===== src/rtl/mbist_pkg.sv =====
// Shared types and helpers for the March C- BIST / self-repair controller.
// The element table below is the single source of truth for the test algorithm.
package mbist_pkg;

    typedef enum logic [2:0] {E0, E1, E2, E3, E4, E5} march_elem_t;

    typedef enum logic [1:0] {IDLE, RUN, DRAIN, DONE} state_t;

    typedef struct packed {
        logic has_read;
        logic has_write;
        logic read_bg;
        logic write_bg;
        logic down;
    } elem_info_t;

    // A two-op element always reads first, then writes the opposite background.
    function automatic elem_info_t elem_info(input march_elem_t e);
        elem_info_t info;
        case (e)
            E0:      info = '{has_read: 1'b0, has_write: 1'b1, read_bg: 1'b0, write_bg: 1'b0, down: 1'b0};
            E1:      info = '{has_read: 1'b1, has_write: 1'b1, read_bg: 1'b0, write_bg: 1'b1, down: 1'b0};
            E2:      info = '{has_read: 1'b1, has_write: 1'b1, read_bg: 1'b1, write_bg: 1'b0, down: 1'b0};
            E3:      info = '{has_read: 1'b1, has_write: 1'b1, read_bg: 1'b0, write_bg: 1'b1, down: 1'b1};
            E4:      info = '{has_read: 1'b1, has_write: 1'b1, read_bg: 1'b1, write_bg: 1'b0, down: 1'b1};
            E5:      info = '{has_read: 1'b1, has_write: 1'b0, read_bg: 1'b0, write_bg: 1'b0, down: 1'b0};
            default: info = '0;
        endcase
        return info;
    endfunction

    function automatic logic elem_down(input march_elem_t e);
        elem_info_t info;
        info = elem_info(e);
        return info.down;
    endfunction

    function automatic int cnt_width(input int spares);
        return $clog2(spares + 1);
    endfunction

    function automatic int idx_width(input int spares);
        return (spares > 1) ? $clog2(spares) : 1;
    endfunction

endpackage


===== src/rtl/mbisr_remap_cam.sv =====
// Remap CAM: SPARES entries of faulty addresses, with one search port for the
// BIST compare path and one for functional-mode lookups.
module mbisr_remap_cam
    import mbist_pkg::*;
#(
    parameter int ADDR_W = 6,
    parameter int SPARES = 4,
    localparam int IDX_W = idx_width(SPARES)
) (
    input  logic              clk,
    input  logic              rst,
    input  logic              clr,
    input  logic              ins_en,
    input  logic [IDX_W-1:0]  ins_idx,
    input  logic [ADDR_W-1:0] ins_addr,
    input  logic [ADDR_W-1:0] cmp_addr,
    output logic              cmp_hit,
    input  logic [ADDR_W-1:0] func_addr,
    output logic              func_hit,
    output logic [IDX_W-1:0]  func_idx
);

    logic [SPARES-1:0] valid;
    logic [ADDR_W-1:0] entry [SPARES];

    always_ff @(posedge clk or posedge rst) begin
        if (rst) begin
            valid <= '0;
            for (int i = 0; i < SPARES; i++) begin
                entry[i] <= '0;
            end
        end else if (clr) begin
            valid <= '0;
        end else if (ins_en) begin
            valid[ins_idx] <= 1'b1;
            entry[ins_idx] <= ins_addr;
        end
    end

    // Scan from the top so the lowest matching index is the one that sticks.
    always_comb begin
        cmp_hit  = 1'b0;
        func_hit = 1'b0;
        func_idx = '0;
        for (int i = SPARES - 1; i >= 0; i--) begin
            if (valid[i] && entry[i] == cmp_addr) begin
                cmp_hit = 1'b1;
            end
            if (valid[i] && entry[i] == func_addr) begin
                func_hit = 1'b1;
                func_idx = IDX_W'(i);
            end
        end
    end

endmodule


===== src/rtl/mbist_mbisr_ctrl.sv =====
// March C- memory BIST engine with self-repair logging of failing addresses
// into a remap CAM used for functional-mode spare-row steering.
module mbist_mbisr_ctrl
    import mbist_pkg::*;
#(
    parameter int ADDR_W = 6,
    parameter int DATA_W = 8,
    parameter int SPARES = 4,
    localparam int CNT_W = cnt_width(SPARES),
    localparam int IDX_W = idx_width(SPARES)
) (
    input  logic              clk,
    input  logic              rst,
    input  logic              start,
    output logic              mem_en,
    output logic              mem_we,
    output logic [ADDR_W-1:0] mem_addr,
    output logic [DATA_W-1:0] mem_wdata,
    input  logic [DATA_W-1:0] mem_rdata,
    output logic              busy,
    output logic              done,
    output logic              fail,
    output logic              repairable,
    output logic [CNT_W-1:0]  fail_count,
    input  logic [ADDR_W-1:0] func_addr,
    output logic              remap_hit,
    output logic [IDX_W-1:0]  remap_idx
);

    state_t            state, next_state;
    march_elem_t       elem, next_elem;
    elem_info_t        info;
    logic [ADDR_W-1:0] addr;
    logic              opi;
    logic              is_read, last_op, last_addr, start_run;
    logic              rd_pend, rd_bg, mismatch, cmp_hit, ins_en;
    logic [ADDR_W-1:0] rd_addr;

    assign info      = elem_info(elem);
    assign next_elem = march_elem_t'(elem + 3'd1);
    assign is_read   = info.has_read && !opi;
    assign last_op   = !(info.has_read && info.has_write) || opi;
    assign last_addr = info.down ? (addr == '0) : (addr == '1);
    assign start_run = start && (state == IDLE || state == DONE);
    assign busy      = (state == RUN) || (state == DRAIN);
    assign done      = (state == DONE);
    assign mismatch  = rd_pend && (mem_rdata != {DATA_W{rd_bg}});
    assign ins_en    = mismatch && !cmp_hit && (fail_count < CNT_W'(SPARES));

    always_ff @(posedge clk or posedge rst) begin
        if (rst) begin
            state <= IDLE;
        end else begin
            state <= next_state;
        end
    end

    always_comb begin
        next_state = state;
        mem_en     = 1'b0;
        mem_we     = 1'b0;
        mem_addr   = '0;
        mem_wdata  = '0;
        case (state)
            IDLE, DONE: begin
                if (start) begin
                    next_state = RUN;
                end
            end
            RUN: begin
                mem_en    = 1'b1;
                mem_we    = !is_read;
                mem_addr  = addr;
                mem_wdata = {DATA_W{info.write_bg}};
                if (elem == E5 && last_op && last_addr) begin
                    next_state = DRAIN;
                end
            end
            DRAIN: next_state = DONE;
            default: next_state = IDLE;
        endcase
    end

    // Element / address / op sequencer: one memory op per RUN cycle.
    always_ff @(posedge clk or posedge rst) begin
        if (rst) begin
            elem <= E0;
            addr <= '0;
            opi  <= 1'b0;
        end else if (start_run) begin
            elem <= E0;
            addr <= '0;
            opi  <= 1'b0;
        end else if (state == RUN) begin
            if (!last_op) begin
                opi <= 1'b1;
            end else begin
                opi <= 1'b0;
                if (!last_addr) begin
                    addr <= info.down ? addr - ADDR_W'(1) : addr + ADDR_W'(1);
                end else if (elem != E5) begin
                    elem <= next_elem;
                    addr <= elem_down(next_elem) ? '1 : '0;
                end
            end
        end
    end

    // Read data returns a cycle late, so the address and background travel with it.
    always_ff @(posedge clk or posedge rst) begin
        if (rst) begin
            rd_pend    <= 1'b0;
            rd_addr    <= '0;
            rd_bg      <= 1'b0;
            fail       <= 1'b0;
            fail_count <= '0;
            repairable <= 1'b1;
        end else begin
            rd_pend <= (state == RUN) && is_read;
            rd_addr <= addr;
            rd_bg   <= info.read_bg;
            if (start_run) begin
                fail       <= 1'b0;
                fail_count <= '0;
                repairable <= 1'b1;
            end else if (mismatch) begin
                fail <= 1'b1;
                if (!cmp_hit) begin
                    if (fail_count < CNT_W'(SPARES)) begin
                        fail_count <= fail_count + CNT_W'(1);
                    end else begin
                        repairable <= 1'b0;
                    end
                end
            end
        end
    end

    mbisr_remap_cam #(
        .ADDR_W (ADDR_W),
        .SPARES (SPARES)
    ) u_cam (
        .clk       (clk),
        .rst       (rst),
        .clr       (start_run),
        .ins_en    (ins_en),
        .ins_idx   (fail_count[IDX_W-1:0]),
        .ins_addr  (rd_addr),
        .cmp_addr  (rd_addr),
        .cmp_hit   (cmp_hit),
        .func_addr (func_addr),
        .func_hit  (remap_hit),
        .func_idx  (remap_idx)
    );

endmodule

===== config.mk =====
export PLATFORM = sky130hd
export DESIGN_NAME = mbist_mbisr_ctrl
export DESIGN_NICKNAME = d
export VERILOG_FILES = /design/src/rtl/mbist_pkg.sv /design/src/rtl/mbisr_remap_cam.sv /design/src/rtl/mbist_mbisr_ctrl.sv
export SDC_FILE = /design/constraint.sdc
export NUM_CORES = 1
export LEC_CHECK = 0
export ABC_AREA = 1
export CAP_MARGIN = 20
export CORE_MARGIN = 2
export CORE_UTILIZATION = 40
export DETAILED_ROUTE_END_ITERATION = 7
export PLACE_DENSITY_LB_ADDON = 0.12
export SLEW_MARGIN = 20
export SYNTH_ARGS = -nofsm -noshare
export SYNTH_HDL_FRONTEND = slang
export SYNTH_SLANG_ARGS = --single-unit

===== constraint.sdc =====
create_clock -name clk -period 2 [get_ports clk]
set_input_delay 0.4 -clock clk [delete_from_list [all_inputs] [get_ports clk]]
set_output_delay 0.4 -clock clk [all_outputs]
set_load 0.02 [all_outputs]

### Word-level counts from Yosys, hierarchy flattened

Index checks and enable logic that the tools add are counted.

| word-level totals | value |
|---|---|
| flip-flop bits (word level) | 53 |
| output and inout port bits | 26 |
| logic and storage cells | 159 |
| memories | 0 |
| memory bits (writable) | 0 |
| bits of input ports | 17 |
| latch bits | 0 |
| ROM bits | 0 |

| operators by class | value |
|---|---|
| mux-type cells | 59 |
| bitwise operators | 3 |
| order comparisons | 5 |
| multiply operators | 0 |
| equality and inequality tests | 29 |
| div/mod/pow operators | 0 |
| shifts and indexed selects | 0 |
| reduce and logical (&&, ||, !) cells | 44 |
| add/subtract/negate cells | 4 |

Operators by type and width:

| operator | number |
|---|---|
| $mux W6 | 9 |
| $eq A6 B6 Y1 | 8 |
| $pmux W5 S6 | 1 |
| $mux W3 | 9 |
| $mux W1 | 26 |
| $bwmux W24 | 1 |
| $logic_and A1 B1 Y1 | 19 |
| $reduce_bool A2 Y1 | 7 |
| $demux W6 S2 | 1 |
| $eq A3 B2 Y1 const B | 4 |
| $eq A3 B3 Y1 const B | 4 |
| $mux W2 | 6 |
| $reduce_and A3 Y1 | 3 |
| $mux W4 | 2 |
| $mux W8 | 1 |
| $ne A8 B8 Y1 | 1 |
| $add A3 B1 Y3 const B | 2 |
| $add A6 B1 Y6 const B | 1 |
| $eq A3 B1 Y1 const B | 2 |
| $eq A6 B6 Y1 const B | 1 |
| $logic_not A3 Y1 | 2 |
| $logic_not A6 Y1 | 1 |
| $ne A2 B2 Y1 const B | 3 |
| $pmux W1 S6 | 1 |
| other kinds (22) | 29 |

### Longest topological paths before layout

| depth | value |
|---|---|
| depth after elaboration | 14 |
| depth in mapped cells | 18 |
| gate-level depth less buffers | 18 |

### Modules after synthesis

Synthesis repeated with hierarchy kept, for this count alone.

| unflattened totals | value |
|---|---|
| cells, all modules | 527 |
| area total of the unflattened synthesis | 3617.2 sq um |

Modules (own cells, without submodules):

| module | instances | seq. area each (sq um) | cells each | area each (sq um) |
|---|---|---|---|---|
| mbisr_remap_cam | 1 | 700.7 | 299 | 1868.0 |
| mbist_mbisr_ctrl | 1 | 626.9 | 228 | 1749.2 |

### Worst setup path before layout

OpenSTA, ideal clock, no wires.

| path | value |
|---|---|
| path kind | reg2out |
| start point | register state[1] |
| end point | output mem_wdata[1] |
| data arrival time | 2225 ps |
| data required time | 1600 ps |
| path slack | -625 ps |
| cell stages (with the launch flop) | 7 |
| buffers on the path | 2 |
| cells stage by stage | dfrtp_1 -> inv_1 -> ha_1 -> buf_2 -> inv_1 -> nor3_1 -> buf_4 |

| between the ends | value |
|---|---|
| cells in the longest elaborated chain, start to end | 2 |

RTL lines:

| element | line | text |
|---|---|---|
| start: declaration | mbist_mbisr_ctrl.sv:30 | `state_t state, next_state;` |
| start signal: assignment | mbist_mbisr_ctrl.sv:54 | `state <= next_state;` |
| $eq A2 B1 Y1 | mbist_mbisr_ctrl.sv:64 | `case (state)` |
| $mux W8 | mbist_mbisr_ctrl.sv:64 |  |
| end: declaration | mbist_mbisr_ctrl.sv:18 | `output logic [DATA_W-1:0] mem_wdata,` |

Every way passes these cells.

### Worst setup path after layout

| path | value |
|---|---|
| start point | register elem[1] |
| end point | output mem_wdata[2] |

| between the ends | value |
|---|---|
| cells in the longest elaborated chain, start to end | 3 |
| elaborated cells on any way between the ends | 8 |
| those cells by class | 5 x eq/ne; 2 x mux; 1 x reduce/logical |

RTL lines:

| element | line | text |
|---|---|---|
| start: declaration | mbist_mbisr_ctrl.sv:31 | `march_elem_t elem, next_elem;` |
| start signal: assignment | mbist_mbisr_ctrl.sv:102 | `elem <= next_elem;` |
| $eq A3 B3 Y1 (tied with other cells) | mbist_pkg.sv:20 | `case (e)` |
| $pmux W5 S6 * | mbist_pkg.sv:20 |  |
| $mux W8 * | mbist_mbisr_ctrl.sv:64 |  |

Every way passes the cells marked *; elsewhere a longest branch is shown, timed or not.

==> flow_summary.yaml <==
clocking:
  cts_num_sinks: 53
  cts_tree: "yes"
  clock-root-buffer: "clkbuf_8"
  numCtsBuffers: 5
  htreeDepth: 2
  path_clk_slew_ns: 0.09
  clk_latency_ns: 0.30
  cts_buffer_depth: 2
logic_synthesis:
  ys_ff_latch: 53
  yosysSeqAreaShare: 0.344
  synth_cells: 532
  syn-num-nets: 566
  yosys.area.top_type: "dfrtp_1"
  async_flop_share: 1.00
  synth_area_leaders: "dfrtp_1 (34%), nand2_1 (18%), inv_1 (7.2%)"
  synth_cell_type_count: 44
  postSynthAreaPerCell_um2: 7.26
  synthesis.area_um2: 3860
  synth-warning-count: 0
  synth_top_area_share: 0.337
  synth_edf_count: 0
  synth_ff_type: "dfrtp_1"
final_layout:
  drive_above_1_share: 0.321
  nets: 690
  utilization: 0.575
  multi_input_area_um2: 2300
  num_antenna_cells: 0
  syn2layout_area_growth_pct: 38.4
  fillCellCount: 903
  seqCellArea_um2: 1330
sta:
  fmax_mhz: 472
  setup_violations: 12
  fin_ws_ns: -0.117
  finalCriticalPeriod_ns: 2.12
  rsz0062_at_grt: "yes"
  worst_pin_slew_ns: 0.414
  skew_ns: 0.00508
  maxSlewViolCount: 0
  slew_headroom: 0.724
  whs_ns: 0.339
  hold_violations: 0
  timing.final.crit_share: 1.06
worst_setup_path:
  path_class: "reg -> out"
  rr_worst_depth: 16
  crit_chain: "ha_4 > ha_4 > a21oi_4 > nor3_4 > buf_6 > buf_4 > buf_6"
  max_stage_delay_ns: 0.49
  critPathCapture: "mem_wdata[2]"
  worstPathRequired_ns: 1.60
  startpoint_type: "register"
  worst-path-max-fanout: 8
  critPathSlowestCell: "dfrtp_2"
  r2r_start: "elem[1]"
  r2r-end: "addr[5]"
  critPathLaunch: "elem[1]"
  end_kind: "primary output"
  critPathArrivalTime_ns: 1.72
  ff2ff_setup_slack_ns: -0.04
power_and_ir_drop:
  power.total_uw: 8550
  p_per_area_nw_per_um2: 1600
  leakage_uw: 0.00275
  ir_worst_vdd_v: 0.000926
grt:
  use_met3: 0.0260
  grt_util_met2: 0.394
  overflow: 0
  grt_pass1_vias: 3916
  grt_max_degree: 36
  globalRouteTotalUtil: 0.225
  gr-usage-met1: 0.283
  grt_pass1_wl_um: 18500
  gr-max-usage-layer: "met2"
  antenna_found_initial: 0
floorplan:
  fp-row-count: 35
  die_area_um2: 10500
  placeableCoreArea_um2: 9280
  initial_core_util: 0.416
  io_pins: 43
  die_w_um: 102
  die_y_um: 102
route:
  initialDrtViolationCount: 154
  first_pass_iters: 4
  wl_per_cell_um: 14.1
  num_vias: 3844
  wl_um: 11100
  drcViolationCount: 0
  antenna_left: 0
  routed_via_density: 4.89
status:
  status: "finished with violations"
  violations: "setup timing"
placement:
  port_buffers: 42
  gp_congestion: 0.890
  hpwl_um: 8410
flow_run:
  cap_violations: 0
min_path:
  min_path_type: "in -> async"
[logic make-up (layout without fill, tap and decap cells)]
kind of cell,count (synthesis),in the layout,share of synthesized area
and+or+nand+nor,302,302,0.369
xor gates and xnor gates,10,10,0.0227
DFF,53,53,0.344
AOI/OAI and AO/OA,49,49,0.0917
buffers and inverters,101,226,0.118
adders and majority gates,17,17,0.0551
[final cells by class]
class                      instances  share of cell area
timing repair buffer             135               0.213
sequential                        53               0.250
clock inverter                     1            0.000937
clock buffer                       7              0.0143
tap                              129              0.0302
multi-input combinational        378               0.431
inverter                          83              0.0607
[per-stage QoR]
| step | setup TNS [ns] | worst slack, ns | std cells | cell area (µm²) |
|---|---|---|---|---|
| 3_5_place_dp | -8.05 | -0.741 | 764 | 4940 |
| 3_3_place_gp | -6.54 | -0.707 | 764 | 4940 |
| 6_report | -0.587 | -0.117 | 786 | 5340 |
| 2_1_floorplan | 0 | 0.00837 | 532 | 3880 |
| 5_1_grt | -2.56 | -0.247 | 786 | 5340 |
| 4_1_cts | -0.666 | -0.110 | 781 | 5130 |
[flip-flops by register name, summed over array words and instances, names as in the netlist]
register and cells:
fail_count 3, u_cam.valid 4, u_cam.entry 24, rd_addr 6
elem 3, rd_pend 1, repairable 1, opi 1
rd_bg 1, state 2, fail 1, addr 6
[cell usage in the layout (no fill, tap or decap), types with 6 or more instances in the layout]
cell / n
nand2_1: 182
buf_4: 88
inv_1: 60
dfrtp_1: 47
nor2_1: 34
nand4_1: 25
nand3_1: 21
inv_2: 19
clkdlybuf4s50_1: 15
buf_6: 14
o22ai_1: 9
ha_1: 9
nand2_2: 8
o21ai_1: 7
ha_4: 7
clkbuf_2: 7
o21ai_0: 6
xor2_1: 6
dlygate4sd2_1: 6
[layer usage]
metal | wire [µm] | vias up
li1 | - | 1924
met1 | 4730 | 1804
met2 | 5600 | 93
met3 | 433 | 23
met4 | 307 | 0
met5 | 0 | -
[Yosys cell counts, types with 2 or more instances]
cell type / count
nand2_1: 189
inv_1: 74
dfrtp_1: 52
nor2_1: 38
nand4_1: 25
nand3_1: 24
ha_1: 17
buf_4: 10
a21oi_1: 9
o22ai_1: 9
inv_2: 8
o21ai_0: 7
o21ai_1: 6
o21ai_2: 6
xor2_1: 6
nand2_2: 5
buf_6: 4
nand4_4: 4
xnor2_1: 4
buf_2: 3
nor3_1: 3
o21ai_4: 3
nand3_4: 2
nand3b_1: 2
o211ai_1: 2
or2_2: 2
[where the power goes]
group          switching, µW  internal (µW)  leakage [µW]
combinational           3250           2640       0.00202
sequential               559           1490      0.000687
clock                    359            247     0.0000422
[worst min-delay path by stage]
stage / from / end
after global routing: rst / elem[1]
after global placement: u_cam.entry[3] / u_cam.entry[3]
final: rst / elem[1]
after floorplan: addr[1] / rd_addr[1]
after detailed placement: u_cam.entry[3] / u_cam.entry[3]
after CTS: rst / elem[1]
[critical path: cells and delay by family, from the launching register on]
family / cells / cell delay (ns)
buffers and inverters: 3 / 0.38
flip-flops: 1 / 0.49
AO/OA/AOI/OAI: 1 / 0.12
AND/OR/NAND/NOR: 1 / 0.06
adder cells (fa/ha/maj): 2 / 0.36
[repair_timing]
action / in CTS / in global routing
hold buffers: 0 / 0
resized for setup: 109 / 65
pin swaps: 9 / 8
endpoints found under the setup margin: 32 / 53
buffers inserted: 9 / 6
No activity file was read; power rests on OpenSTA's default activity.
